$ cat src/rtl/dmem_arbiter.sv
// Round-robin arbiter that shares the single-port data memory between the core (C) and DMA/debug (D) ports.
// One transaction in flight: grant in IDLE, one-cycle memory access, one-cycle response.
module dmem_arbiter #(
   parameter int DM_ADDRESS = 9,
   parameter int DATA_W     = 32
) (
   input  logic                  clk,
   input  logic                  reset,
   input  logic                  c_req,
   input  logic                  c_we,
   input  logic [DM_ADDRESS-1:0] c_addr,
   input  logic [DATA_W-1:0]     c_wdata,
   input  logic [2:0]            c_funct3,
   output logic                  c_gnt,
   output logic                  c_rvalid,
   output logic                  c_err,
   output logic [DATA_W-1:0]     c_rdata,
   input  logic                  d_req,
   input  logic                  d_we,
   input  logic [DM_ADDRESS-1:0] d_addr,
   input  logic [DATA_W-1:0]     d_wdata,
   input  logic [2:0]            d_funct3,
   output logic                  d_gnt,
   output logic                  d_rvalid,
   output logic                  d_err,
   output logic [DATA_W-1:0]     d_rdata,
   output logic                  mem_read,
   output logic                  mem_write,
   output logic [DM_ADDRESS-1:0] mem_addr,
   output logic [DATA_W-1:0]     mem_wd,
   output logic [2:0]            mem_funct3,
   input  logic [DATA_W-1:0]     mem_rd,
   output logic [1:0]            fsm_state
);

   // Handshake: a requester holds req and its fields stable until it sees gnt high at a
   // rising edge; rvalid (qualified by err) is a single-cycle pulse to the owner only.

   typedef enum logic [1:0] {
      IDLE   = 2'd0,
      ACCESS = 2'd1,
      RESP   = 2'd2
   } state_t;

   state_t                state;
   logic                  rr_last;   // 1 = D was granted last
   logic                  own;       // 1 = D owns the transaction
   logic                  l_we;
   logic                  l_err;
   logic [DM_ADDRESS-1:0] l_addr;
   logic [DATA_W-1:0]     l_wdata;
   logic [2:0]            l_funct3;

   logic                  pick_d;
   logic                  take;
   logic                  sel_we;
   logic [DM_ADDRESS-1:0] sel_addr;
   logic [DATA_W-1:0]     sel_wdata;
   logic [2:0]            sel_funct3;
   logic                  mem_active;

   function automatic logic misaligned(input logic [2:0] f3, input logic [1:0] a);
      logic bad;
      bad = 1'b0;
      if (f3 == 3'b010 && a != 2'b00)
         bad = 1'b1;
      else if ((f3 == 3'b001 || f3 == 3'b101) && a[0])
         bad = 1'b1;
      return bad;
   endfunction

   always_comb begin
      pick_d     = d_req && (!c_req || !rr_last);
      take       = (state == IDLE) && (c_req || d_req) && !reset;
      sel_we     = pick_d ? d_we     : c_we;
      sel_addr   = pick_d ? d_addr   : c_addr;
      sel_wdata  = pick_d ? d_wdata  : c_wdata;
      sel_funct3 = pick_d ? d_funct3 : c_funct3;
   end

   assign c_gnt = take && !pick_d;
   assign d_gnt = take && pick_d;

   // Strobes are gated by reset so an in-flight write is dropped in the cycle reset arrives.
   assign mem_active = (state == ACCESS) && !l_err && !reset;
   assign mem_read   = mem_active && !l_we;
   assign mem_write  = mem_active && l_we;
   assign mem_addr   = mem_active ? l_addr   : '0;
   assign mem_wd     = mem_active ? l_wdata  : '0;
   assign mem_funct3 = mem_active ? l_funct3 : '0;
   assign fsm_state  = state;

   always_ff @(posedge clk) begin
      if (reset) begin
         state    <= IDLE;
         rr_last  <= 1'b1;
         own      <= 1'b0;
         l_we     <= 1'b0;
         l_err    <= 1'b0;
         l_addr   <= '0;
         l_wdata  <= '0;
         l_funct3 <= '0;
         c_rvalid <= 1'b0;
         c_err    <= 1'b0;
         c_rdata  <= '0;
         d_rvalid <= 1'b0;
         d_err    <= 1'b0;
         d_rdata  <= '0;
      end else begin
         case (state)
            IDLE: begin
               if (c_req || d_req) begin
                  own      <= pick_d;
                  rr_last  <= pick_d;
                  l_we     <= sel_we;
                  l_addr   <= sel_addr;
                  l_wdata  <= sel_wdata;
                  l_funct3 <= sel_funct3;
                  l_err    <= misaligned(sel_funct3, sel_addr[1:0]);
                  state    <= ACCESS;
               end
            end
            ACCESS: begin
               if (!l_err && !l_we) begin
                  if (own) d_rdata <= mem_rd;
                  else     c_rdata <= mem_rd;
               end
               c_rvalid <= !own;
               c_err    <= !own && l_err;
               d_rvalid <= own;
               d_err    <= own && l_err;
               state    <= RESP;
            end
            RESP: begin
               c_rvalid <= 1'b0;
               c_err    <= 1'b0;
               d_rvalid <= 1'b0;
               d_err    <= 1'b0;
               state    <= IDLE;
            end
            default: state <= IDLE;
         endcase
      end
   end

endmodule

$ cat config.mk
export PLATFORM = sky130hd
export DESIGN_NAME = dmem_arbiter
export DESIGN_NICKNAME = d
export VERILOG_FILES = /design/src/rtl/dmem_arbiter.sv
export SDC_FILE = /design/constraint.sdc
export NUM_CORES = 1
export LEC_CHECK = 0
export ABC_CLOCK_PERIOD_IN_PS = 3230
export BUFFER_PORTS_ARGS = -buffer_cell sky130_fd_sc_hd__buf_2
export CAP_MARGIN = 15
export CELL_PAD_IN_SITES_DETAIL_PLACEMENT = 1
export CELL_PAD_IN_SITES_GLOBAL_PLACEMENT = 1
export CORE_ASPECT_RATIO = 0.8
export CORE_MARGIN = 4
export CORE_UTILIZATION = 32
export CTS_CLUSTER_SIZE = 20
export DETAILED_ROUTE_END_ITERATION = 7
export PLACE_DENSITY = 0.92
export SLEW_MARGIN = 30
export SYNTH_ARGS = -nofsm -noshare
export SYNTH_HDL_FRONTEND = slang
export SYNTH_SLANG_ARGS = --single-unit
$ cat constraint.sdc
create_clock -name clk -period 3.23 [get_ports clk]
set_clock_uncertainty 0.2 [all_clocks]
set_input_delay 0.969 -clock clk [delete_from_list [all_inputs] [get_ports clk]]
set_output_delay 0.969 -clock clk [all_outputs]
set_load 0.005 [all_outputs]
# Word level (Yosys, flattened, before mapping)
# Cells that the tools add are included.
[classes]
n_bitwise = 1
n_eq_ne = 6
mux = 15
n_reduce_logical = 30
[op_table]
columns = ["op", "n"]
rows = [
  ["2-to-1 mux 32 bit", 2],
  ["2-to-1 mux 9 bit", 2],
  ["logical AND 1 bit", 14],
  ["one-hot mux 1 bit (2 select lines)", 4],
  ["zero test 1 bit", 7],
  ["2-to-1 mux 3 bit", 2],
  ["AND reduction 3 bit", 2],
  ["one-hot mux 2 bit (2 select lines)", 1],
  ["nonzero test 2 bit", 2],
  ["== test 3 x 1 -> 1 bit, second input constant", 1],
  ["== test 3 x 2 -> 1 bit, second input constant", 1],
  ["== test 3 bit, second input constant", 1],
  ["logical OR 1 bit", 3],
  ["2-to-1 mux 1 bit", 3],
  ["== test 2 x 1 -> 1 bit, second input constant", 1],
  ["== test 2 bit, second input constant", 1],
  ["zero test 2 bit", 1],
  ["2-to-1 mux 2 bit", 1],
  ["!= test 2 x 1 -> 1 bit, second input constant", 1],
  ["AND reduction 2 bit", 1],
  ["NOT 1 bit", 1],
]
[word_totals]
in_bits = 126
ff_bits = 118

# Longest topological paths before layout
# Gate-level depths: netlist of the first run.
[logic_depth]
word_depth = 9
depth_mapped = 8
depth_no_buf = 6

# Least setup slack after synthesis of the first run
# OpenSTA, ideal clock, no wires.
[synth_timing]
path_kind = "input-to-output"
start = "input reset"
end = "output mem_addr[1]"
cell_stages = 3
slack_ns = 0.234
required_time_ns = 2.061
path_buffers = 1
t_arrival_ns = 1.827
path_cell_list = "nor3b_1 clkbuf_1 and2_1"
[synth_between]
elab_chain_len = 3
[synth_rtl]
columns = ["element", "line", "source"]
rows = [
  ["start: declaration", "8", "input logic reset,"],
  ["zero test 1 bit", "85", "assign mem_active = (state == ACCESS) && !l_err && !reset;"],
  ["logical AND 1 bit", "85", ""],
  ["2-to-1 mux 9 bit", "88", "assign mem_addr = mem_active ? l_addr : '0;"],
  ["end: declaration", "29", "output logic [DM_ADDRESS-1:0] mem_addr,"],
]
# No other way between the ends.

# Final worst setup path of the first run
[layout_timing]
start = "register state[1], in the netlist fsm_state[1]"
end = "output mem_wd[18]"
[layout_between]
elab_chain_len = 4
[layout_rtl]
columns = ["element", "line", "source"]
rows = [
  ["start: declaration", "45", "state_t state;"],
  ["start signal: assignment", "95", "state <= IDLE;"],
  ["start signal: assignment", "120", "state <= ACCESS;"],
  ["start signal: assignment", "132", "state <= RESP;"],
  ["== test 2 x 1 -> 1 bit", "85", ""],
  ["logical AND 1 bit (2 in series)", "85", ""],
  ["2-to-1 mux 32 bit", "89", "assign mem_wd = mem_active ? l_wdata : '0;"],
  ["end: declaration", "30", "output logic [DATA_W-1:0] mem_wd,"],
]
# No other way between the ends.

==> qor.txt, run 1 <==
wl on met1 - 6840 um
post-route insts no fill - 1015
most common cell after layout, fill and taps aside - buf_2
gr usage total - 18.9%
RePlAce Congestion - 0.779
Net Count, Synth - 713
DR vias - 4867
ant diodes - 0
Async S/R FF share, synth - 0%
cell count after placement - 984
RSZ-0062 raised after global routing - no
crit path max fanout - 34
r2r worst-path depth - 7
largest area contributor in the netlist - dfxtp_1
Initial Util - 33.2%
wire length on met2 - 8150 um
Synth cell types - 32
WL met3 - 1040 um
CP Data Arrival Time - 1.92 ns
Reg2Reg Launch Point - fsm_state[1]
HP Start - l_wdata[14]
Place WS - 0.140 ns
Area after DPL - 6240 um^2
count of final setup violators - 0
Post-DRT Antenna Nets - 0
pwr dens - 619 nW/um^2
post-route cell area - 6880 um^2
vias in the first global route - 5100
post-route setup slack - 0.144 ns
number of synthesized flops with an enable pin - 0
CP cell instances - inv_1, ha_1, nor3b_2, buf_12, and2_1, buf_2
setup_tns - 0 ns
Worst setup SP type - register
Area Overhead vs Synth - 42.6%
CP max stage delay - 0.33 ns
CTS buffer count - 17
Starting DRT DRC Count - 173
worst hold path depth - 2
vias per cell - 4.80
Die W - 145 um
Core Rows - 39
port bufs - 243
Critical Path RT - 2.06 ns
Final Max Tran Viols - 0
I/O pins - 244
nets - 950
Crit Path Class - reg -> out
Synth Instances - 582
Post-CTS Setup Inserts - 0
Worst slew margin - 50.7%
average wire per standard cell - 16.2 um
Main synth FF type - dfxtp_1
layout cells sized above 1 - 35.4%
Max Cap Viol - 0
Hold EP - l_wdata[14]
minimum clock period - 3.09 ns
die footprint - 17100 um^2
critical path buffer and inverter count - 3
Clk Tree Root Cell - clkbuf_16
TritonCTS clock tree - yes
Critical Path Stages - 6
Post-Syn Area - 4820 um^2
clk_lat worst skew - 0.41 ns
period utilisation layout - 95.5%
CP Capture Type - primary output
final hold vios - 0
DRC Markers - 0
largest net degree at the start of global routing - 71
Crit-path slowest cell - dfxtp_1
worst reg2reg setup slack - 1.12 ns
Min-Delay Path Class - reg -> reg
hold-fix buffers at CTS - 0
Yosys reg bits - 118
initial antenna violation count - 0
# H-tree levels - 4
sequential fraction of the synthesis area - 49.0%
Leak - 0.00323 uW
R2R Path End - d_rdata[2]
commonest non-fill, non-tap cells in the layout - buf_2 (243), nand2_1 (175), dfxtp_1 (118)
Resized Gates After CTS - 0
CTS sink count - 118
Max VDD drop - 0.320 mV
CP top delay family - simple AND/OR/NAND/NOR gates
CTS max path bufs - 2
synth top area cells - dfxtp_1 (49%), nand2_1 (14%), mux2i_1 (9.5%)
Max Fclk - 324 MHz
WL final - 16400 um
Post-Synthesis Mean Instance Area - 8.29 um^2
Overflow after GRT - 0
Pre-antenna DRT Iters - 4
max layer used - met4
Die H - 118 um
outcome - finished clean
Final HPWL DP - 12100 um
core area - 14500 um^2
post-synth top area share - 49.0%
clk slew on worst S/H paths - 0.06 ns
synthesis warning total - 0
Worst-Margin Slew - 0.739 ns
first-pass GRT wire length - 26200 um
==> cell usage after synthesis (2+ instances only) <==
master    count
a21oi_1      69
and2_1       46
buf_2         9
buf_4         4
clkbuf_1     26
dfxtp_1     118
ha_1          5
inv_1         2
mux2i_1      46
nand2_1     175
nand2b_1      3
nand3_1       4
nor2_1        9
nor2_2        2
nor3b_1       4
o21ai_0      43
or3b_1        2
==> worst register-to-register path: cells and delay by family (launching register included) <==
kind,cells,cell delay [ns]
AO/OA/AOI/OAI,1,0.16
adder cells (fa/ha/maj),1,0.21
buffers and inverters,2,0.50
flip-flops,1,0.33
AND/OR/NAND/NOR,3,0.63
==> power by group <==
| part | switching (uW) | internal [uW] |
|---|---|---|
| Clock | 679 | 1360 |
| Combinational | 320 | 250 |
| Sequential | 69.9 | 1580 |
| Total | 1070 | 3190 |
==> layout make-up <==
class,count,area [um^2]
clock buffer,18,429
inverter,2,7.51
multi-input combinational,422,2290
tap,184,230
sequential,118,2360
fill,1817,7660
clock inverter,13,206
timing repair buffer,258,1350
==> per-stage QoR <==
step	hold slack [ns]	power [uW]	utilization [%]
after floorplan	0.217	1970	-
after global placement	0.230	2230	42.9
after detailed placement	0.236	2250	42.9
after CTS	0.250	4310	47.3
after global routing	0.268	4460	47.3
final	0.247	4260	47.3
==> worst max-delay path by stage <==
stage	start	end	slack, ns
2_1_floorplan	reset	mem_addr[1]	0.23
3_3_place_gp	reset	mem_addr[4]	0.20
3_5_place_dp	reset	mem_wd[18]	0.14
4_1_cts	fsm_state[1]	mem_wd[18]	0.09
5_1_grt	fsm_state[1]	mem_wd[17]	0.008
6_report	fsm_state[1]	mem_wd[18]	0.14
==> registers in the layout (all words and copies together), names as in the netlist <==
name,count
c_rdata,32
c_err,1
d_rdata,32
fsm_state,2
l_funct3,3
d_err,1
d_rvalid,1
l_wdata,32
l_err,1
rr_last,1
l_addr,9
l_we,1
c_rvalid,1
own,1
==> cells by family after synthesis <==
| group | count (synthesis) | synth area share [%] |
|---|---|---|
| buffers and inverters | 42 | 3.89 |
| flip-flops | 118 | 49.0 |
| AO/OA/AOI/OAI | 120 | 13.0 |
| AND/OR/NAND/NOR | 250 | 23.0 |
| multiplexers | 47 | 9.78 |
| adder cells (fa/ha/maj) | 5 | 1.30 |
==> layer usage <==
metal	vias to the layer above	track usage (%)
li1	2386	-
met1	2298	21.7
met2	155	32.7
met3	28	6.74
met4	0	6.29
met5	-	0
No activity file was read; power rests on OpenSTA's default activity.
==> inputs of run 2 (changes only) <==
CORE_ASPECT_RATIO = not set   (was 0.8)
==> run 2 against run 1 <==
Effect of this change: setup slack better by 0.039 ns; first-iteration DRC count down 20%; sequential share of layout area up 0.056 points; die area about the same; combinational power down 1%; fmax up 1.3%; critical path depth down 1; cell count unchanged; sequential power about the same; flip-flop and latch count unchanged; critical path type unchanged; critical endpoint is now c_gnt; largest power group unchanged.
==> qor.txt, run 2 (synthesis gave the netlist of run 1 again) <==
Clk Tree Root Cell - clkbuf_16
Worst setup SP type - register
average wire per standard cell - 16.2 um
port bufs - 243
Final HPWL DP - 12400 um
CTS max path bufs - 2
Max Fclk - 328 MHz
Critical Path RT - 2.06 ns
CP Data Arrival Time - 1.88 ns
outcome - finished clean
layout cells sized above 1 - 35.3%
Die H - 131 um
Post-DRT Antenna Nets - 0
DR vias - 4855
biggest regs - c_rdata x32, d_rdata x32, l_wdata x32
final hold vios - 0
Crit Path Class - reg -> out
Final Max Tran Viols - 0
first-pass GRT wire length - 25400 um
Worst-Margin Slew - 0.742 ns
clk slew on worst S/H paths - 0.05 ns
hold-fix buffers at CTS - 0
Overflow after GRT - 0
Core Rows - 44
largest net degree at the start of global routing - 69
Tot Pwr - 4210 uW
gr usage total - 19.1%
total of fill cells in the finished design - 1821
Max VDD drop - 0.342 mV
Die W - 131 um
Leak - 0.00322 uW
wl on met1 - 6690 um
die footprint - 17100 um^2
RePlAce Congestion - 0.762
clk_lat worst skew - 0.41 ns
core area - 14600 um^2
Initial Util - 32.9%
Area Overhead vs Synth - 42.4%
RSZ-0062 raised after global routing - no
Starting DRT DRC Count - 139
DRC Markers - 0
# H-tree levels - 4
pwr dens - 613 nW/um^2
Max Cap Viol - 0
CTS buffer count - 17
minimum clock period - 3.05 ns
Post-CTS Setup Inserts - 0
CTS sink count - 118
WL met3 - 1310 um
crit path max fanout - 9
CP Capture Type - primary output
Worst slew margin - 50.5%
setup_tns - 0 ns
count of final setup violators - 0
wire length on met2 - 8100 um
Min-Delay Path Class - reg -> reg
period utilisation layout - 94.3%
vias in the first global route - 5102
vias per cell - 4.78
nets - 948
initial antenna violation count - 1
commonest non-fill, non-tap cells in the layout - buf_2 (243), nand2_1 (175), dfxtp_1 (118)
Pre-antenna DRT Iters - 4
max layer used - met4
WL final - 16400 um
I/O pins - 244
most common cell after layout, fill and taps aside - buf_2
TritonCTS clock tree - yes
-- run 2: cell count changes in the layout (fill, tap and decap cells not counted), sizes merged --
cell,delta
bufinv,-1
clkinvlp,+1
clkinv,-2
diode,+1
buf,-2
clkbuf,+3
-- run 2: worst max-delay path, stage by stage (launching register included) --
cell and delay (ns):
dfxtp_1 0.34, inv_1 0.13, ha_2 0.29, or3b_1 0.39, nor2_1 0.15, buf_2 0.17
-- run 2: cell type report --
cell class	instances	area (um^2)	area share [%]
inverter	2	7.51	0.109
antenna	1	2.50	0.0364
tap	184	230	3.35
timing repair buffer	256	1340	19.5
clock inverter	11	174	2.53
multi-input combinational	422	2290	33.4
clock buffer	21	460	6.70
sequential	118	2360	34.4
-- run 2: through the flow --
step	hold WS [ns]	cell area [um^2]	setup WS [ns]	utilization, %	instances
final	0.249	6870	0.183	46.9	1015
after global placement	0.225	6230	0.247	42.5	982
after CTS	0.251	6860	0.0693	46.9	1014
after global routing	0.272	6870	0.0333	46.9	1015
after detailed placement	0.236	6230	0.199	42.5	982
after floorplan	0.217	4820	0.234	-	582
-- run 2: timing repair --
item / CTS / global route
gates resized for setup: 0 / 1
endpoints found under the setup margin: 0 / 1
endpoints found under the hold margin: 0 / 0
-- run 2: final timing paths --
path                 from          to  slack, ns  cells after the start
max          fsm_state[1]       c_gnt       0.18                      5
min            c_rdata[5]  c_rdata[5]       0.25                      2
max reg2reg  fsm_state[1]       l_err       1.02                      6
min reg2reg    c_rdata[5]  c_rdata[5]       0.25                      2
-- run 2: report_power, final --
| group | switching (uW) | internal [uW] |
|---|---|---|
| clock | 662 | 1330 |
| combinational | 317 | 247 |
| sequential | 73.2 | 1580 |
| total | 1050 | 3160 |
-- run 2: routing by layer --
layer  up-vias  track usage (%)
li1       2392                -
met1      2251             21.8
met2       191             33.4
met3        21             5.98
met4         0             7.02
met5         -                0
==> inputs of run 3 (changes only) <==
BUFFER_PORTS_ARGS = not set   (was -buffer_cell sky130_fd_sc_hd__buf_2)
CELL_PAD_IN_SITES_DETAIL_PLACEMENT = not set   (was 1)
CELL_PAD_IN_SITES_GLOBAL_PLACEMENT = not set   (was 1)
CORE_UTILIZATION = 35   (was 32)
DONT_BUFFER_PORTS = 1   (was not set)
PLACE_DENSITY = 0.61   (was 0.92)
==> run 3 against run 2 <==
Effect of this change: count of clock-buffer cells in the layout unchanged; flip-flop and latch count unchanged; global-route usage decreased by 3.4 points; non-clock buffer count decreased by 246; first-iteration DRC count increased by 19%; final area decreased by 19%; cell count decreased by 25%; critical path type unchanged.
==> qor.txt, run 3 (synthesis gave the netlist of run 1 again) <==
outcome - finished clean
clk_lat worst skew - 0.40 ns
Max Cap Viol - 0
hold-fix buffers at CTS - 0
commonest non-fill, non-tap cells in the layout - nand2_1 (175), dfxtp_1 (118), a21oi_1 (69)
Worst-Margin Slew - 0.436 ns
initial antenna violation count - 0
Max VDD drop - 0.305 mV
final hold vios - 0
biggest regs - c_rdata x32, d_rdata x32, l_wdata x32
Sw Pwr - 928 uW
CTS sink count - 118
Pre-antenna DRT Iters - 4
Post-CTS Setup Inserts - 0
RePlAce Congestion - 0.848
clock power share - 48.7%
port bufs - 0
CP Data Arrival Time - 1.78 ns
cell count after placement - 728
Final Max Tran Viols - 0
vias in the first global route - 3871
Int Power - 3040 uW
gr usage total - 15.7%
Die W - 125 um
CP Capture Type - primary output
core area - 13300 um^2
WL final - 12600 um
Crit Path Class - reg -> out
register area - 2360 um^2
die footprint - 15700 um^2
Starting DRT DRC Count - 165
layout cells sized above 1 - 7.72%
# H-tree levels - 4
vias per cell - 5.14
Min-Delay Path Class - reg -> reg
first-pass GRT wire length - 19700 um
TritonCTS clock tree - yes
Worst slew margin - 70.9%
CTS max path bufs - 2
Die H - 125 um
Multi-input gate area - 2290 um^2
DRC Markers - 0
Seq pwr share - 42.0%
post-route insts no fill - 759
DR vias - 3898
Overflow after GRT - 0
count of final setup violators - 0
Sw Share - 23.4%
average wire per standard cell - 16.6 um
Logic pwr share - 9.3%
Final HPWL DP - 9180 um
RSZ-0062 raised after global routing - no
ant diodes - 0
CTS buffer count - 17
Area Overhead vs Synth - 15.7%
Core Rows - 42
largest net degree at the start of global routing - 79
Clk Tree Root Cell - clkbuf_16
Resized Gates After CTS - 0
crit path max fanout - 45
clk slew on worst S/H paths - 0.05 ns
total of fill cells in the finished design - 1328
worst reg2reg setup slack - 0.97 ns
Leak - 0.00206 uW
nets - 702
period utilisation layout - 91.4%
Critical Path RT - 2.06 ns
Post-DRT Antenna Nets - 0
setup_tns - 0 ns
pwr dens - 712 nW/um^2
minimum clock period - 2.95 ns
most common cell after layout, fill and taps aside - nand2_1
I/O pins - 244
Initial Util - 36.1%
Max Fclk - 339 MHz
Worst setup SP type - register
[run 3: power by group through the flow]
stage | logic (uW) | registers (uW) | clock network, uW
3_3_place_gp | 361 | 1700 | 0
2_1_floorplan | 309 | 1660 | 0
4_1_cts | 378 | 1670 | 1980
5_1_grt | 424 | 1680 | 2040
6_report | 371 | 1670 | 1930
3_5_place_dp | 379 | 1700 | 0
[run 3: layout make-up]
cell class | count | area share, %
Sequential cell | 118 | 42.3
Timing Repair Buffer | 10 | 1.57
Clock inverter | 10 | 2.73
Tap cell | 176 | 3.95
Clock buffer | 21 | 8.25
Multi-Input combinational cell | 422 | 41.0
Inverter | 2 | 0.134
[run 3: metrics by stage]
step | utilization (%) | cell area (um^2) | power (uW) | worst slack (ns) | hold slack (ns)
3_3_place_gp | 37.2 | 4970 | 2060 | 0.477 | 0.229
2_1_floorplan | - | 4820 | 1970 | 0.234 | 0.217
3_5_place_dp | 37.2 | 4970 | 2070 | 0.448 | 0.240
4_1_cts | 41.8 | 5580 | 4030 | 0.245 | 0.253
6_report | 41.8 | 5580 | 3970 | 0.278 | 0.247
5_1_grt | 41.8 | 5580 | 4150 | 0.119 | 0.271
[run 3: critical path: stages, from the launching register on]
cell and delay [ns]:
dfxtp_1 0.49, ha_1 0.22, nor3b_2 0.24, buf_12 0.22, and2_1 0.18
[run 3: worst paths after layout]
kind                 endpoint    startpoint  cells after the start
setup / recovery   mem_wd[11]  fsm_state[0]                      4
setup reg to reg  l_wdata[15]  fsm_state[0]                      8
hold reg to reg    l_wdata[4]    l_wdata[4]                      2
hold / removal     l_wdata[4]    l_wdata[4]                      2
[run 3: per-layer routing]
| metal | GRT usage, % | wire length, um |
|---|---|---|
| met4 | 7.53 | 297 |
| met5 | 0 | 0 |
| met1 | 17.3 | 5040 |
| met3 | 7.38 | 1460 |
| met2 | 25.7 | 5840 |
